### src/rtl/trig_sync_pkg.sv
// Shared definitions for the coax trigger-alignment protocol (transmit and receive sides).
package trig_sync_pkg;

    typedef enum logic [1:0] {
        StIdle,
        StQuiet,
        StTrain,
        StFlush
    } sync_state_e;

    localparam int unsigned NPULSE_DEF = 54;
    localparam int unsigned PERIOD_DEF = 4;
    localparam int unsigned QUIET_DEF  = 200;
    localparam int unsigned DLYW_DEF   = 3;

    // Clocks from the start edge to the end-of-window edge.
    function automatic int unsigned window_len(input int unsigned quiet,
                                               input int unsigned npulse,
                                               input int unsigned period,
                                               input int unsigned dlyw);
        return quiet + 1 + npulse * period + (1 << dlyw);
    endfunction

endpackage

### src/rtl/sync_delay_line.sv
// Single-channel programmable delay for the sync pulse train: 2**DLYW taps, tap 0 is the input.
module sync_delay_line #(
    parameter int unsigned DLYW = 3
) (
    input  logic            clk_adc,
    input  logic            nrst,
    input  logic            clr,
    input  logic            din,
    input  logic [DLYW-1:0] dly,
    output logic            dout
);

    localparam int unsigned DEPTH = 2 ** DLYW;

    logic [DEPTH-2:0] sr_q, sr_d;
    logic [DEPTH-1:0] taps;

    // taps[i] is din delayed by i clocks.
    assign taps = {sr_q, din};
    assign dout = taps[dly];

    always_comb begin
        sr_d = taps[DEPTH-2:0];
        if (clr) begin
            sr_d = '0;
        end
    end

    always_ff @(posedge clk_adc or negedge nrst) begin
        if (!nrst) begin
            sr_q <= '0;
        end else begin
            sr_q <= sr_d;
        end
    end

endmodule

### src/rtl/sync_pulse_tx.sv
// Coax sync-pulse transmitter: blanks trigger forwarding, then sends a fixed-period pulse train
// with per-channel delays so all pulses land in one receiver phase bin.
module sync_pulse_tx
    import trig_sync_pkg::*;
#(
    parameter int unsigned NCH    = 16,
    parameter int unsigned NPULSE = NPULSE_DEF,
    parameter int unsigned PERIOD = PERIOD_DEF,
    parameter int unsigned QUIET  = QUIET_DEF,
    parameter int unsigned DLYW   = DLYW_DEF
) (
    input  logic              clk_adc,
    input  logic              nrst,
    input  logic              sync_start,
    input  logic [NCH-1:0]    trig_in,
    input  logic [NCH*DLYW-1:0] dly_flat,
    output logic [NCH-1:0]    coax_out,
    output logic              sync_active,
    output logic [7:0]        pulse_cnt,
    output logic              done
);

    localparam int unsigned TAIL = 2 ** DLYW;
    localparam int unsigned TW   = $clog2(QUIET + TAIL + 1);
    localparam int unsigned PW   = $clog2(PERIOD);

    sync_state_e         state_q, state_d;
    logic [TW-1:0]       timer_q, timer_d;
    logic [PW-1:0]       phase_q, phase_d;
    logic [7:0]          cnt_q, cnt_d;
    logic [NCH*DLYW-1:0] dly_q, dly_d;
    logic [NCH-1:0]      coax_q, coax_d;
    logic                active_q, active_d;
    logic                done_q, done_d;

    logic                start;
    logic                base;
    logic [NCH-1:0]      dl_tap;

    assign start = (state_q == StIdle) && sync_start;
    assign base  = (state_q == StTrain) && (phase_q == '0);

    for (genvar c = 0; c < NCH; c++) begin : g_dl
        sync_delay_line #(
            .DLYW(DLYW)
        ) u_dl (
            .clk_adc(clk_adc),
            .nrst   (nrst),
            .clr    (start),
            .din    (base),
            .dly    (dly_q[c*DLYW +: DLYW]),
            .dout   (dl_tap[c])
        );
    end

    always_comb begin
        state_d  = state_q;
        timer_d  = timer_q;
        phase_d  = phase_q;
        cnt_d    = cnt_q;
        dly_d    = dly_q;
        coax_d   = dl_tap;
        active_d = active_q;
        done_d   = 1'b0;

        case (state_q)
            StIdle: begin
                coax_d = trig_in;
                if (sync_start) begin
                    state_d  = StQuiet;
                    timer_d  = '0;
                    cnt_d    = '0;
                    dly_d    = dly_flat;
                    coax_d   = '0;
                    active_d = 1'b1;
                end
            end
            StQuiet: begin
                if (timer_q == TW'(QUIET - 1)) begin
                    state_d = StTrain;
                    phase_d = '0;
                    timer_d = '0;
                end else begin
                    timer_d = timer_q + 1'b1;
                end
            end
            StTrain: begin
                phase_d = (phase_q == PW'(PERIOD - 1)) ? '0 : phase_q + 1'b1;
                if (base && (cnt_q < 8'(NPULSE))) begin
                    cnt_d = cnt_q + 8'd1;
                end
                // PERIOD >= 2, so the count is already final on the last phase of the last pulse.
                if ((phase_q == PW'(PERIOD - 1)) && (cnt_q == 8'(NPULSE))) begin
                    state_d = StFlush;
                    timer_d = '0;
                end
            end
            StFlush: begin
                if (timer_q == TW'(TAIL)) begin
                    state_d  = StIdle;
                    active_d = 1'b0;
                    done_d   = 1'b1;
                end else begin
                    timer_d = timer_q + 1'b1;
                end
            end
            default: begin
                state_d  = StIdle;
                active_d = 1'b0;
            end
        endcase
    end

    always_ff @(posedge clk_adc or negedge nrst) begin
        if (!nrst) begin
            state_q  <= StIdle;
            timer_q  <= '0;
            phase_q  <= '0;
            cnt_q    <= '0;
            dly_q    <= '0;
            coax_q   <= '0;
            active_q <= 1'b0;
            done_q   <= 1'b0;
        end else begin
            state_q  <= state_d;
            timer_q  <= timer_d;
            phase_q  <= phase_d;
            cnt_q    <= cnt_d;
            dly_q    <= dly_d;
            coax_q   <= coax_d;
            active_q <= active_d;
            done_q   <= done_d;
        end
    end

    assign coax_out    = coax_q;
    assign sync_active = active_q;
    assign pulse_cnt   = cnt_q;
    assign done        = done_q;

endmodule
### config.mk
export PLATFORM = sky130hd
export DESIGN_NAME = sync_pulse_tx
export DESIGN_NICKNAME = d
export VERILOG_FILES = /design/src/rtl/trig_sync_pkg.sv /design/src/rtl/sync_delay_line.sv /design/src/rtl/sync_pulse_tx.sv
export SDC_FILE = /design/constraint.sdc
export NUM_CORES = 1
export LEC_CHECK = 0
export CORE_MARGIN = 2
export CORE_UTILIZATION = 45
export CTS_CLUSTER_DIAMETER = 60
export DETAILED_ROUTE_END_ITERATION = 10
export GPL_ROUTABILITY_DRIVEN = 0
export PLACE_DENSITY = 0.73
export REMOVE_ABC_BUFFERS = 1
export SLEW_MARGIN = 20
export SYNTH_ARGS = -nofsm -noshare
export SYNTH_HDL_FRONTEND = slang
export SYNTH_SLANG_ARGS = --single-unit
export TNS_END_PERCENT = 10
### constraint.sdc
create_clock -name clk_adc -period 1.9 [get_ports clk_adc]
set_input_delay 0.57 -clock clk_adc [delete_from_list [all_inputs] [get_ports clk_adc]]
set_output_delay 0.57 -clock clk_adc [all_outputs]
set_load 0.02 [all_outputs]
### Yosys cells after proc, flatten, opt, wreduce, memory -nomap -nowiden

Cells that the tools add are included.

* mux-type cells: 70
* shift-type cells: 0
* order comparisons: 17
* $add $sub $neg: 3
* $mul: 0
* divide/modulo/power cells: 0
* reductions and logical operators: 15
* bitwise operators: 0
* eq/ne operators: 13

Operator list (number)
* 7-bit two-way mux: 16
* 3-bit by 4-bit < comparator with 1-bit output, second input constant: 16
* 1-bit binary-select mux with 3-bit select: 16
* 8-bit two-way mux: 5
* 16-bit two-way mux: 2
* 8-bit one-hot mux with 4 select lines: 1
* 1-bit two-way mux: 20
* 8-bit by 1-bit adder with 8-bit output, second input constant: 2
* 8-bit one-hot mux with 2 select lines: 1
* 2-bit two-way mux: 6
* 3-bit AND reduction: 3
* 8-bit by 4-bit equality test with 1-bit output, second input constant: 1
* 8-bit by 6-bit equality test with 1-bit output, second input constant: 1
* 8-bit equality test, second input constant: 1
* 8-bit by 6-bit < comparator with 1-bit output, second input constant: 1
* 2-bit != test, second input constant: 4
* 2-bit one-hot mux with 4 select lines: 1
* 2-bit equality test, second input constant: 3
* 2-bit nonzero test: 3
* 1-bit logical AND: 4
* 2-bit logical NOT: 2
* 2-bit by 1-bit != test with 1-bit output, second input constant: 2
* 2-bit one-hot mux with 2 select lines: 1
* 2-bit AND reduction: 2
* other kinds (4): 4

* memory bits (writable): 0
* word-level logic and storage cells: 142
* register bits: 198
* output and inout port bits: 26
* bits in read-only memories: 0
* memories kept: 0
* latch bits: 0

### Longest topological paths before layout

Gate-level depths: netlist of the first run.

* depth in word-level cells: 5
* gate-level depth with buffers: 8

### Cells and area by module

A second synthesis of the first run with hierarchy kept.

* cells, all modules: 583
* area, all modules: 8414.3 um^2

Modules (own cells, without submodules)
* sync_delay_line: times used 16, cells an instance 17, seq. area each 175.2 um^2, area each 282.8 um^2
* sync_pulse_tx: times used 1, cells an instance 311, seq. area each 2152.1 um^2, area each 3890.0 um^2

### Least setup slack after synthesis of the first run

Ideal clock, no wire load.

* path kind: reg-to-reg
* start: register cnt_q[0], in the netlist pulse_cnt[0]
* end: register timer_q[6]
* stages on the path, launching flop included: 7
* slack: -0.066 ns
* buffers on the path: 0
* arrival: 1.889 ns
* clock period less this slack: 1.966 ns
* cell sequence: dfrtp_1 inv_1 ha_1 nand4b_2 o41a_4 or4_1 a21oi_1

* longest elaborated chain between the ends: 4

RTL lines
* start, declared: line sync_pulse_tx.sv:30 `logic [7:0] cnt_q, cnt_d;`
* start signal, assigned: line sync_pulse_tx.sv:128 `cnt_q <= cnt_d;`
* 8-bit by 6-bit equality test with 1-bit output: line sync_pulse_tx.sv:93 `if ((phase_q == PW'(PERIOD - 1)) && (cnt_q == 8'(NPULSE))) begin`
* 1-bit logical AND: line sync_pulse_tx.sv:93
* 2-bit by 1-bit != test with 1-bit output (no line)
* 3-bit AND reduction (no line)
* end signal, assigned: line sync_pulse_tx.sv:126 `timer_q <= timer_d;`
* end, declared: line sync_pulse_tx.sv:28 `logic [TW-1:0] timer_q, timer_d;`

No other way between the ends.
A chain may end at the register's enable or synchronous reset.

### Final worst setup path of the first run

* start: register phase_q[1]
* end: register cnt_q[6], in the netlist pulse_cnt[6]

* longest elaborated chain between the ends: 5

RTL lines
* start, declared: line sync_pulse_tx.sv:29 `logic [PW-1:0] phase_q, phase_d;`
* start signal, assigned: line sync_pulse_tx.sv:127 `phase_q <= phase_d;`
* 2-bit logical NOT: line sync_pulse_tx.sv:41 `assign base = (state_q == StTrain) && (phase_q == '0);`
* 1-bit logical AND: line sync_pulse_tx.sv:41
* 1-bit logical AND: line sync_pulse_tx.sv:89 `if (base && (cnt_q < 8'(NPULSE))) begin`
* 2-bit by 1-bit != test with 1-bit output (no line)
* 3-bit AND reduction (no line)

No other way between the ends.

==> results of run 1 <==
[power breakdown]
part | switching (mW) | internal, mW | leakage (nW) | total, mW
registers | 0 | 1.98 | 1.27 | 1.98
logic | 0.0719 | 0.135 | 1.71 | 0.207
clock network | 0.755 | 0.667 | 0.103 | 1.42
total | 0.827 | 2.78 | 3.08 | 3.61
[logic make-up (layout without fill, tap and decap cells)]
kind of cell,after synthesis,after routing
AOI/OAI and AO/OA,55,55
muxes,102,102
DFF,93,93
buffers and inverters,34,155
adders and majority gates,11,11
and+or+nand+nor,66,66
[synthesized netlist by cell type (3+ instances only)]
| library cell | n | share of area [%] |
|---|---|---|
| mux2i_1 | 18 | 3.7 |
| a211o_1 | 3 | 0.54 |
| or4_1 | 3 | 0.46 |
| o21a_1 | 3 | 0.46 |
| o21ai_0 | 10 | 1.0 |
| nand4_1 | 6 | 0.76 |
| nand2_1 | 6 | 0.46 |
| inv_1 | 9 | 0.69 |
| ha_1 | 11 | 2.8 |
| o21ai_1 | 9 | 0.92 |
| dfrtp_1 | 93 | 47 |
| nand3_1 | 4 | 0.41 |
| a21oi_1 | 10 | 1.0 |
| mux4_2 | 32 | 15 |
| and2_1 | 8 | 1.0 |
| nand3b_1 | 17 | 2.6 |
| nor2_1 | 5 | 0.38 |
| o31ai_1 | 3 | 0.46 |
| mux2_2 | 51 | 12 |
| clkbuf_1 | 20 | 1.5 |
[state kept, by name, indices dropped and copies added (netlist names)]
register / count
dly_q: 48
coax_out: 16
pulse_cnt: 8
timer_q: 8
g_dl.u_dl.sr_q: 7
phase_q: 2
state_q: 2
done: 1
sync_active: 1
[per-layer routing]
metal	global-route usage (%)	vias up	wire length, um
met1	26.04	1881	4835
met3	4.822	12	600
met2	37.50	113	6384
li1	-	1612	-
met4	6.410	0	113
met5	0	-	0
[cell usage in the layout, fill, tap and decap left out, types with 6 or more instances in the layout]
| cell type | n |
|---|---|
| dlymetal6s2s_1 | 9 |
| clkbuf_8 | 10 |
| mux2i_1 | 18 |
| mux2_2 | 51 |
| nand3b_1 | 17 |
| ha_1 | 6 |
| mux4_2 | 32 |
| inv_1 | 7 |
| o21ai_0 | 10 |
| a21oi_1 | 7 |
| buf_4 | 35 |
| clkdlybuf4s50_1 | 65 |
| o21ai_1 | 9 |
| nand4_1 | 6 |
| dlygate4sd2_1 | 17 |
| and2_1 | 7 |
| dfrtp_1 | 91 |
[cell type report]
cell class                 instances  area share (%)
clock buffer                      10           2.100
clock inverter                     6           1.164
inverter                           9          0.5154
multi-input combinational        234           39.00
sequential                        93           35.54
tap                              140           2.672
timing repair buffer             130           19.01
[worst paths after layout]
| path | end | cells after the start | from | slack [ps] |
|---|---|---|---|---|
| max | pulse_cnt[6]$_DFFE_PN0P_ | 8 | phase_q[1]$_DFFE_PN0P_ | 10 |
| min | done$_DFF_PN0_ | 1 | nrst | 40 |
| max reg2reg | pulse_cnt[6]$_DFFE_PN0P_ | 8 | phase_q[1]$_DFFE_PN0P_ | 10 |
| min reg2reg | dly_q[38]$_DFFE_PN0P_ | 1 | dly_q[38]$_DFFE_PN0P_ | 540 |
| max in group asynchronous | dly_q[16]$_DFFE_PN0P_ | 2 | nrst | 1330 |
| min in group clk_adc | dly_q[38]$_DFFE_PN0P_ | 1 | dly_q[38]$_DFFE_PN0P_ | 540 |
[repair_timing]
| action | in CTS | in global routing |
|---|---|---|
| setup buffers | 0 | 8 |
| setup endpoints to repair | 25 | 27 |
| resized for setup | 20 | 35 |
| pin swaps | 0 | 10 |
==> impl_metrics.csv, run 1 <==
group,metric,value,unit
cts,clkTransAtPathRegs,100,ps
sta,final_hold_viol_count,0,
placement,place_inst,598,
synthesis,yosys_warnings,0,
cts,h-tree-depth,3,
synthesis,ys_types,52,
grt,grt_overflow,0,
sta,slew_viol_final,0,
synthesis,syn_inst,361,
setup_path,critical_path_arrival,2200,ps
cts,clk_path_buf_depth,2,
synthesis,synthFlopType,"dfrtp_1",
drt,viasPerCell,5.817,
worst_hold_path,hp-class,"in2async",
synthesis,syn_area,4907,sq um
cts,cts_buffers,9,
synthesis,synthSimpleGateAreaFrac,8.873,%
floorplanning,fp.dieH,108.4,um
sta,rsz0062_at_grt,"true",
setup_path,crit_path_start_kind,"register",
setup_path,path_cells,"inv_1 > ha_2 > and2_4 > buf_4 > o211ai_1 > buf_4 > a2111oi_2 > o21a_1",
sta,finalSetupViolCount,0,
power_and_ir_drop,leakagePower,3.078,nW
synthesis,ys_seq_area_share,47.42,%
sta,fin_crit_sh,99.46,%
cts,clock_latency,370,ps
floorplanning,dieArea,11760,sq um
sta,fin_ws,10.30,ps
drt,vias,3618,
synthesis,syn_area_per_cell,13.59,sq um
setup_path,worstPathRequired,2210,ps
synthesis,async_reset_ff_share,100.0,%
drt,drtIter0Drc,200,
outcome,status,"completed",
cts,cts_root_buf,"clkbuf_8",
power_and_ir_drop,total_power,3.606,mW
final_layout,nFillCells,905,
sta,finalHoldWorstSlack,44.98,ps
synthesis,synth.mux.area_fraction,30.29,%
setup_path,crit_slowest_cell,"dfrtp_1",
drt,wl,11930,um
power_and_ir_drop,ir_drop,0.3486,mV
synthesis,synth_xor_area_share,0,%
synthesis,synth-seq-cells,93,
synthesis,synth_top_family_by_area,"multiplexers",
final_layout,multi_input_area,2556,sq um
sta,max_slew_margin,57.15,%
sta,tightest_slew,642.8,ps
setup_path,cp-end-kind,"register",
placement,dpl_cell_area,6161,sq um
grt,grt_pass1_wl,19200,um
setup_path,crit_type,"reg2reg",
final_layout,area_growth,33.58,%
final_layout,stdcell_area,6555,sq um
cts,cts_sinks,93,
synthesis,synth-edff-count,0,
placement,place_ws,-351.6,ps
synthesis,synth_adder_area_share,2.805,%
final_layout,antennaDiodeCount,0,
placement,port_buffers,92,
final_layout,nets,555,
setup_path,critPathTopFamily,"compound AO/OA/AOI/OAI gates",
sta,fmax,0.5292,GHz
sta,setup_tns,0,ps
setup_path,cpPeakStageDelay,430,ps
grt,grt_max_degree,44,
floorplanning,rows,38,
drt,dr.pass1.iters,4,
power_and_ir_drop,power_density,550.2,nW/um^2
grt,antenna_found_initial,0,
sta,period_minus_slack,1890,ps
drt,post_drt_wl_per_cell,19.18,um
grt,grt_usage,21.28,%
floorplanning,core,10750,sq um
floorplanning,start_util,45.67,%
flow_run,drv_cap,0,
final_layout,drive_gt1_share,34.65,%
cts,cts_hold_buf,0,
floorplanning,die_w,108.4,um
drt,ant_nets,0,
setup_path,crit_top_cell,"buf_4",
final_layout,ff_latch_area,2330,sq um
synthesis,synth_compound_area_share,7.777,%
placement,dp_hpwl,8252,um
grt,first_global_vias,3849,
sta,finalClockSkew,14.39,ps
cts,cts_tree,"built",
setup_path,crit_fanout,6,
drt,drc_errors,0,
final_layout,layout.cells.non_filler,622,
floorplanning,pin_count,93,
final_layout,fin_util,61.00,%
setup_path,cp_num_buf_inv,3,
Power figures use the tool's default switching activity.
==> run 2, diff against run 1 <==
- SLEW_MARGIN: 20 -> default
==> results of run 2 <==
Same layout as run 1: the final DEF is identical, and so are final timing and power.
